`src/rtl/fifo_wr_arbiter_if.sv`:
```
// Handshake bundle between the two byte producers, the write arbiter and
// the FIFO write port. The arbiter uses the slave modport; whatever drives
// the producers and models the FIFO uses the master modport.
interface fifo_wr_arbiter_if;
  logic       req0_valid;
  logic [7:0] req0_data;
  logic       req0_last;
  logic       req0_ready;
  logic       req1_valid;
  logic [7:0] req1_data;
  logic       req1_last;
  logic       req1_ready;
  logic       wr_fifo;
  logic [7:0] wr_data;
  logic       full;
  logic [1:0] gnt;

  modport master (
    output req0_valid, req0_data, req0_last,
    output req1_valid, req1_data, req1_last,
    output full,
    input  req0_ready, req1_ready, wr_fifo, wr_data, gnt
  );

  modport slave (
    input  req0_valid, req0_data, req0_last,
    input  req1_valid, req1_data, req1_last,
    input  full,
    output req0_ready, req1_ready, wr_fifo, wr_data, gnt
  );
endinterface

```
`src/rtl/fifo_wr_arbiter.sv`:
```
// Round-robin write arbiter sharing one FIFO write port between two byte
// producers. A grant lasts until end of packet, a BURST-byte limit, or
// TIMEOUT consecutive cycles without owner valid. Ready and strobe are
// combinational so a full FIFO stalls the transfer in the same cycle.
module fifo_wr_arbiter #(
  parameter int unsigned BURST   = 4,
  parameter int unsigned TIMEOUT = 8
) (
  input logic              clk,
  input logic              rst,
  fifo_wr_arbiter_if.slave bus
);

  localparam int unsigned BW = $clog2(BURST + 1);
  localparam int unsigned IW = $clog2(TIMEOUT + 1);

  localparam logic [BW-1:0] BEAT_MAX = BW'(BURST - 1);
  localparam logic [BW-1:0] BEAT_ONE = BW'(1);
  localparam logic [BW-1:0] BEAT_ZERO = BW'(0);
  localparam logic [IW-1:0] IDLE_MAX = IW'(TIMEOUT - 1);
  localparam logic [IW-1:0] IDLE_ONE = IW'(1);
  localparam logic [IW-1:0] IDLE_ZERO = IW'(0);

  typedef enum logic [1:0] {
    IDLE = 2'd0,
    OWN0 = 2'd1,
    OWN1 = 2'd2
  } state_e;

  state_e        state_q, state_d;
  logic          last_served_q, last_served_d;
  logic [BW-1:0] beat_q, beat_d;
  logic [IW-1:0] idle_q, idle_d;
  logic [1:0]    gnt_q, gnt_d;

  logic       own_s;
  logic       owner_k_s;
  logic       owner_valid_s;
  logic       owner_last_s;
  logic [7:0] owner_data_s;
  logic       other_valid_s;
  logic       xfer_s;
  logic       timeout_s;
  logic       release_s;

  // Select the current owner's handshake signals and derive transfer/release.
  always_comb begin
    own_s     = 1'b0;
    owner_k_s = 1'b0;
    case (state_q)
      OWN0:    own_s = 1'b1;
      OWN1: begin
        own_s     = 1'b1;
        owner_k_s = 1'b1;
      end
      default: own_s = 1'b0;
    endcase
    owner_valid_s = owner_k_s ? bus.req1_valid : bus.req0_valid;
    owner_last_s  = owner_k_s ? bus.req1_last  : bus.req0_last;
    owner_data_s  = owner_k_s ? bus.req1_data  : bus.req0_data;
    other_valid_s = owner_k_s ? bus.req0_valid : bus.req1_valid;
    xfer_s        = own_s & owner_valid_s & ~bus.full;
    // The TIMEOUT-th consecutive valid-low cycle releases at its closing edge.
    timeout_s     = own_s & ~owner_valid_s & (idle_q == IDLE_MAX);
    release_s     = (xfer_s & (owner_last_s | (beat_q == BEAT_MAX))) | timeout_s;
  end

  // Next-state, round-robin choice and beat/idle counter updates.
  always_comb begin
    state_d       = state_q;
    last_served_d = last_served_q;
    beat_d        = beat_q;
    idle_d        = idle_q;
    case (state_q)
      IDLE: begin
        beat_d = BEAT_ZERO;
        idle_d = IDLE_ZERO;
        if (bus.req0_valid && bus.req1_valid) begin
          state_d = last_served_q ? OWN0 : OWN1;
        end else if (bus.req0_valid) begin
          state_d = OWN0;
        end else if (bus.req1_valid) begin
          state_d = OWN1;
        end else begin
          state_d = IDLE;
        end
      end
      OWN0, OWN1: begin
        if (release_s) begin
          last_served_d = owner_k_s;
          beat_d        = BEAT_ZERO;
          idle_d        = IDLE_ZERO;
          if (other_valid_s) begin
            state_d = owner_k_s ? OWN0 : OWN1;
          end else begin
            state_d = IDLE;
          end
        end else begin
          // Full-stalled cycles have valid high: no beat, idle count cleared.
          if (xfer_s) begin
            beat_d = beat_q + BEAT_ONE;
          end else begin
            beat_d = beat_q;
          end
          if (owner_valid_s) begin
            idle_d = IDLE_ZERO;
          end else begin
            idle_d = idle_q + IDLE_ONE;
          end
        end
      end
      default: begin
        state_d = IDLE;
        beat_d  = BEAT_ZERO;
        idle_d  = IDLE_ZERO;
      end
    endcase
    gnt_d = {state_d == OWN1, state_d == OWN0};
  end

  // State, round-robin pointer, counters and registered grant.
  always_ff @(posedge clk or posedge rst) begin
    if (rst) begin
      state_q       <= IDLE;
      last_served_q <= 1'b1;
      beat_q        <= BEAT_ZERO;
      idle_q        <= IDLE_ZERO;
      gnt_q         <= 2'b00;
    end else begin
      state_q       <= state_d;
      last_served_q <= last_served_d;
      beat_q        <= beat_d;
      idle_q        <= idle_d;
      gnt_q         <= gnt_d;
    end
  end

  assign bus.gnt        = gnt_q;
  assign bus.req0_ready = (state_q == OWN0) & ~bus.full;
  assign bus.req1_ready = (state_q == OWN1) & ~bus.full;
  assign bus.wr_fifo    = xfer_s;
  assign bus.wr_data    = xfer_s ? owner_data_s : 8'h00;

endmodule

```
`src/flat_wrapper.sv`:
```
// flat-port wrapper written by rule: the top's interface ports become plain ports
module fifo_wr_arbiter_flat 
#(
  parameter int unsigned BURST   = 4,
  parameter int unsigned TIMEOUT = 8
)
  (clk, rst, bus_req0_valid, bus_req0_data, bus_req0_last, bus_req1_valid, bus_req1_data, bus_req1_last, bus_full, bus_req0_ready, bus_req1_ready, bus_wr_fifo, bus_wr_data, bus_gnt);
  fifo_wr_arbiter_if bus_i ();
  input logic clk;
  input logic rst;
  input wire logic [$bits(bus_i.req0_valid)-1:0] bus_req0_valid;
  input wire logic [$bits(bus_i.req0_data)-1:0] bus_req0_data;
  input wire logic [$bits(bus_i.req0_last)-1:0] bus_req0_last;
  input wire logic [$bits(bus_i.req1_valid)-1:0] bus_req1_valid;
  input wire logic [$bits(bus_i.req1_data)-1:0] bus_req1_data;
  input wire logic [$bits(bus_i.req1_last)-1:0] bus_req1_last;
  input wire logic [$bits(bus_i.full)-1:0] bus_full;
  output wire logic [$bits(bus_i.req0_ready)-1:0] bus_req0_ready;
  output wire logic [$bits(bus_i.req1_ready)-1:0] bus_req1_ready;
  output wire logic [$bits(bus_i.wr_fifo)-1:0] bus_wr_fifo;
  output wire logic [$bits(bus_i.wr_data)-1:0] bus_wr_data;
  output wire logic [$bits(bus_i.gnt)-1:0] bus_gnt;
  assign bus_i.req0_valid = bus_req0_valid;
  assign bus_i.req0_data = bus_req0_data;
  assign bus_i.req0_last = bus_req0_last;
  assign bus_i.req1_valid = bus_req1_valid;
  assign bus_i.req1_data = bus_req1_data;
  assign bus_i.req1_last = bus_req1_last;
  assign bus_i.full = bus_full;
  assign bus_req0_ready = bus_i.req0_ready;
  assign bus_req1_ready = bus_i.req1_ready;
  assign bus_wr_fifo = bus_i.wr_fifo;
  assign bus_wr_data = bus_i.wr_data;
  assign bus_gnt = bus_i.gnt;
  fifo_wr_arbiter #(.BURST(BURST), .TIMEOUT(TIMEOUT)) u_core (.clk(clk), .rst(rst), .bus(bus_i));
endmodule
```
`config.mk`:
```
export PLATFORM = sky130hd
export DESIGN_NAME = fifo_wr_arbiter_flat
export DESIGN_NICKNAME = d
export VERILOG_FILES = /design/src/rtl/fifo_wr_arbiter_if.sv /design/src/rtl/fifo_wr_arbiter.sv /design/src/flat_wrapper.sv
export SDC_FILE = /design/constraint.sdc
export NUM_CORES = 1
export LEC_CHECK = 0
export ABC_AREA = 1
export CAP_MARGIN = 25
export CORE_MARGIN = 5
export CORE_UTILIZATION = 42
export CTS_CLUSTER_SIZE = 30
export DETAILED_ROUTE_END_ITERATION = 16
export HOLD_SLACK_MARGIN = 0.06
export PLACE_DENSITY_LB_ADDON = 0.2
export SYNTH_ARGS = -nofsm -noshare
export SYNTH_HDL_FRONTEND = slang
export SYNTH_SLANG_ARGS = --single-unit
```
`constraint.sdc`:
```
create_clock -name clk -period 2.1 [get_ports clk]
set_input_delay 0.315 -clock clk [delete_from_list [all_inputs] [get_ports clk]]
set_output_delay 0.315 -clock clk [all_outputs]
set_load 0.02 [all_outputs]
```
==> flow_metrics.tcl <==
set metrics [dict create \
    reg2reg_setup_slack_ns 0.27 \
    crit_fanout 5 \
    start_kind "flip-flop" \
    powerDensity_nw_per_um2 1025 \
    r2r-start "u_core.state_q[0]$_DFF_PP0_" \
    drive_gt1_frac 0.2775 \
    cpPeakStageDelay_ns 0.40 \
    die-area_um2 3063 \
    crit_slowest_cell "dfrtp_1" \
    max_freq_mhz 501.4 \
    final_common_cell "nand2_1" \
    cp-endpoint "bus_wr_data[7]" \
    drtIter0Drc 6 \
    dpl.hpwl_um 1775 \
    clkTransAtPathRegs_ns 0.07 \
    n_antenna_cell 0 \
    antenna_found_initial 0 \
    numCtsBuffers 3 \
    cts.path.max_buffers 2 \
    layout_common_cells "31 x nand2_1, 24 x clkdlybuf4s50_1, 20 x buf_4" \
    die_x_um 55.34 \
    r2r-end "u_core.bus.gnt[1]$_DFF_PP0_" \
    final-hold-violation-count 0 \
    grt_max_degree 13 \
    leakagePower_nw 0.7261 \
    crit_chain "inv_1, ha_1, inv_1, nor2_4, nand2_2, a21oi_1, buf_2" \
    p_int_w 0.0008204 \
    clkPwrFrac 0.127 \
    syn_area_um2 863.3 \
    period_share 0.9498 \
    ant_nets 0 \
    ys_warn_count 0 \
    pwr-share-seq 0.232 \
    io_buffers 35 \
    syn_avg_cell_area_um2 7.379 \
    critPathLaunch "u_core.state_q[1]$_DFF_PP0_" \
    synth.distinct_cells 25 \
    period_minus_slack_ns 1.995 \
    routedWlPerCell_um 12.01 \
    setup_viol 0 \
    grt_overflow 0 \
    cts_tree "yes" \
    timing.hold.ws_ns 0.3380 \
    syn2layout_area_growth_pct 61.74 \
    finalInstanceArea_um2 1396 \
    pwr-share-comb 0.641 \
    ios 36 \
    via_per_inst 4.595 \
    swShare 0.4268 \
    first_pass_iters 2 \
    route.detailed.drc 0 \
    clock_sinks 12 \
    crit_top_cell "inv_1" \
    status "finished clean" \
    crit_path_end_kind "primary output" \
    crit_type "flip-flop to primary output" \
    p_sw_w 0.0006108 \
    core_um2 1962 \
    vias 919 \
    relSlewSlack 0.7032 \
    die_h_um 55.34 \
    clk_latency_ns 0.27 \
    grt_pass1_wl_um 4022 \
    fin_skew_ns 0.001119 \
    setup_slack_ns 0.1055 \
    netlist_instances 117 \
    cp.arrival_ns 1.68 \
    drv_cap 0 \
    start_util 0.4401 \
    place.gp.congestion 0.8545 \
    r2r_cells 12 \
    slew_violations 0 \
    placed_area_um2 1358 \
    rows 16 \
    yosysSeqAreaShare 0.3493 \
    worst-endpoint-required_ns 1.78 \
    ctsRootBufferMaster "clkbuf_4" \
    syn_nets 148 \
    vdd.ir_drop.worst_mv 0.9165 \
    cts_max_level 1 \
    grt_pass1_vias 930 \
    ys_ff_latch 12 \
    tightest_slew_ns 0.4446 \
    cts_hold_buf 0 \
    grt_usage 0.1603 \
    pre_cts_ws_ns -0.2661 \
    hold_path.class "input port to asynchronous set/reset pin" \
    wl_um 2402 \
    fin_nets 205 \
]
## layout make-up
class | instances | area (um^2)
clock buffer | 4 | 36.28
fill | 166 | 565.5
inverter | 19 | 71.32
multi-input combinational | 85 | 506.7
sequential | 12 | 301.5
tap | 27 | 33.78
timing repair buffer | 53 | 446.7
## layer usage
metal,part of all wire,up-vias,GRT usage
met3,0.055,6,0.03963
met4,0.020,0,0.09028
met2,0.48,27,0.2669
met1,0.45,408,0.1856
met5,0,-,0
li1,-,478,-
## worst min path at each step
stage | start | to | slack, ns | cells past startpoint
final | rst | u_core.bus.gnt[1]$_DFF_PP0_ | 0.34 | 2
after global routing | rst | u_core.idle_q[1]$_DFF_PP0_ | 0.37 | 2
after CTS | rst | u_core.idle_q[1]$_DFF_PP0_ | 0.34 | 2
after detailed placement | u_core.idle_q[0]$_DFF_PP0_ | u_core.idle_q[0]$_DFF_PP0_ | 0.46 | 1
after global placement | u_core.idle_q[0]$_DFF_PP0_ | u_core.idle_q[0]$_DFF_PP0_ | 0.45 | 1
after floorplan | rst | u_core.beat_q[0]$_DFFE_PP0P_ | 0.18 | 1
## per-stage QoR
step	util	cells	total power, W	setup TNS [ns]
2_1_floorplan	-	117	0.0008306	0
3_3_place_gp	0.6920	193	0.001203	-1.617
3_5_place_dp	0.6920	193	0.001221	-2.033
4_1_cts	0.7245	199	0.001433	0
5_1_grt	0.7117	200	0.001560	-0.01280
6_report	0.7117	200	0.001431	0
## timing repair
item                                    in CTS  in global routing
endpoints found under the setup margin      10                 10
pin swaps                                    1                  0
gates resized for setup                     32                 14
cloned                                       1                  0
buffers inserted                             1                  1
## logic make-up after synthesis
| group | count (synthesis) | share of synthesized area |
|---|---|---|
| adder cells (fa/ha/maj) | 8 | 0.1159 |
| flip-flops | 12 | 0.3493 |
| AND/OR/NAND/NOR | 59 | 0.3145 |
| AO/OA/AOI/OAI | 15 | 0.1058 |
| XOR/XNOR | 2 | 0.02029 |
| buffers and inverters | 21 | 0.09421 |
## worst max-delay path, delay by kind of cell, from the launching register on
kind / cells / cell delay (ns)
and+or+nand+nor: 2 / 0.22
buffers and inverters: 3 / 0.34
DFF: 1 / 0.40
adders and majority gates: 1 / 0.29
AOI/OAI and AO/OA: 1 / 0.15
## power groups by stage
stage / logic [W] / clock network, W / registers [W]
after floorplan: 0.000471 / 0 / 0.000359
after global placement: 0.000868 / 0 / 0.000336
after detailed placement: 0.000884 / 0 / 0.000337
after CTS: 0.000914 / 0.000186 / 0.000333
after global routing: 0.00102 / 0.000200 / 0.000341
final: 0.000917 / 0.000182 / 0.000332
## Yosys cell counts
cell type  instances  share of area
nand2_1           32           0.14
nor2_1            13          0.057
buf_2              2          0.012
ha_1               8           0.12
nor2_4             1          0.013
nand4_1            2          0.014
xnor2_1            1          0.010
inv_1             17          0.074
nand3_2            1          0.012
a211oi_1           1         0.0087
dfstp_2            1          0.030
a21oi_1            8          0.046
inv_2              2         0.0087
nor3b_2            1          0.014
o21ai_2            1          0.010
nand2_2            3          0.022
dfrtp_1           11           0.32
o211ai_1           2          0.017
nand2_4            1          0.013
a21boi_1           1         0.0087
nand3_1            4          0.023
and2_1             1         0.0073
o21a_1             1         0.0087
xor2_1             1          0.010
o21ai_0            1         0.0058
## flip-flops by register name (all words and copies together), names as in the netlist
name and flops:
u_core.state_q 2, u_core.last_served_q 1, u_core.beat_q 3, u_core.idle_q 4, u_core.bus.gnt 2
(Power assumes the default switching activity.)
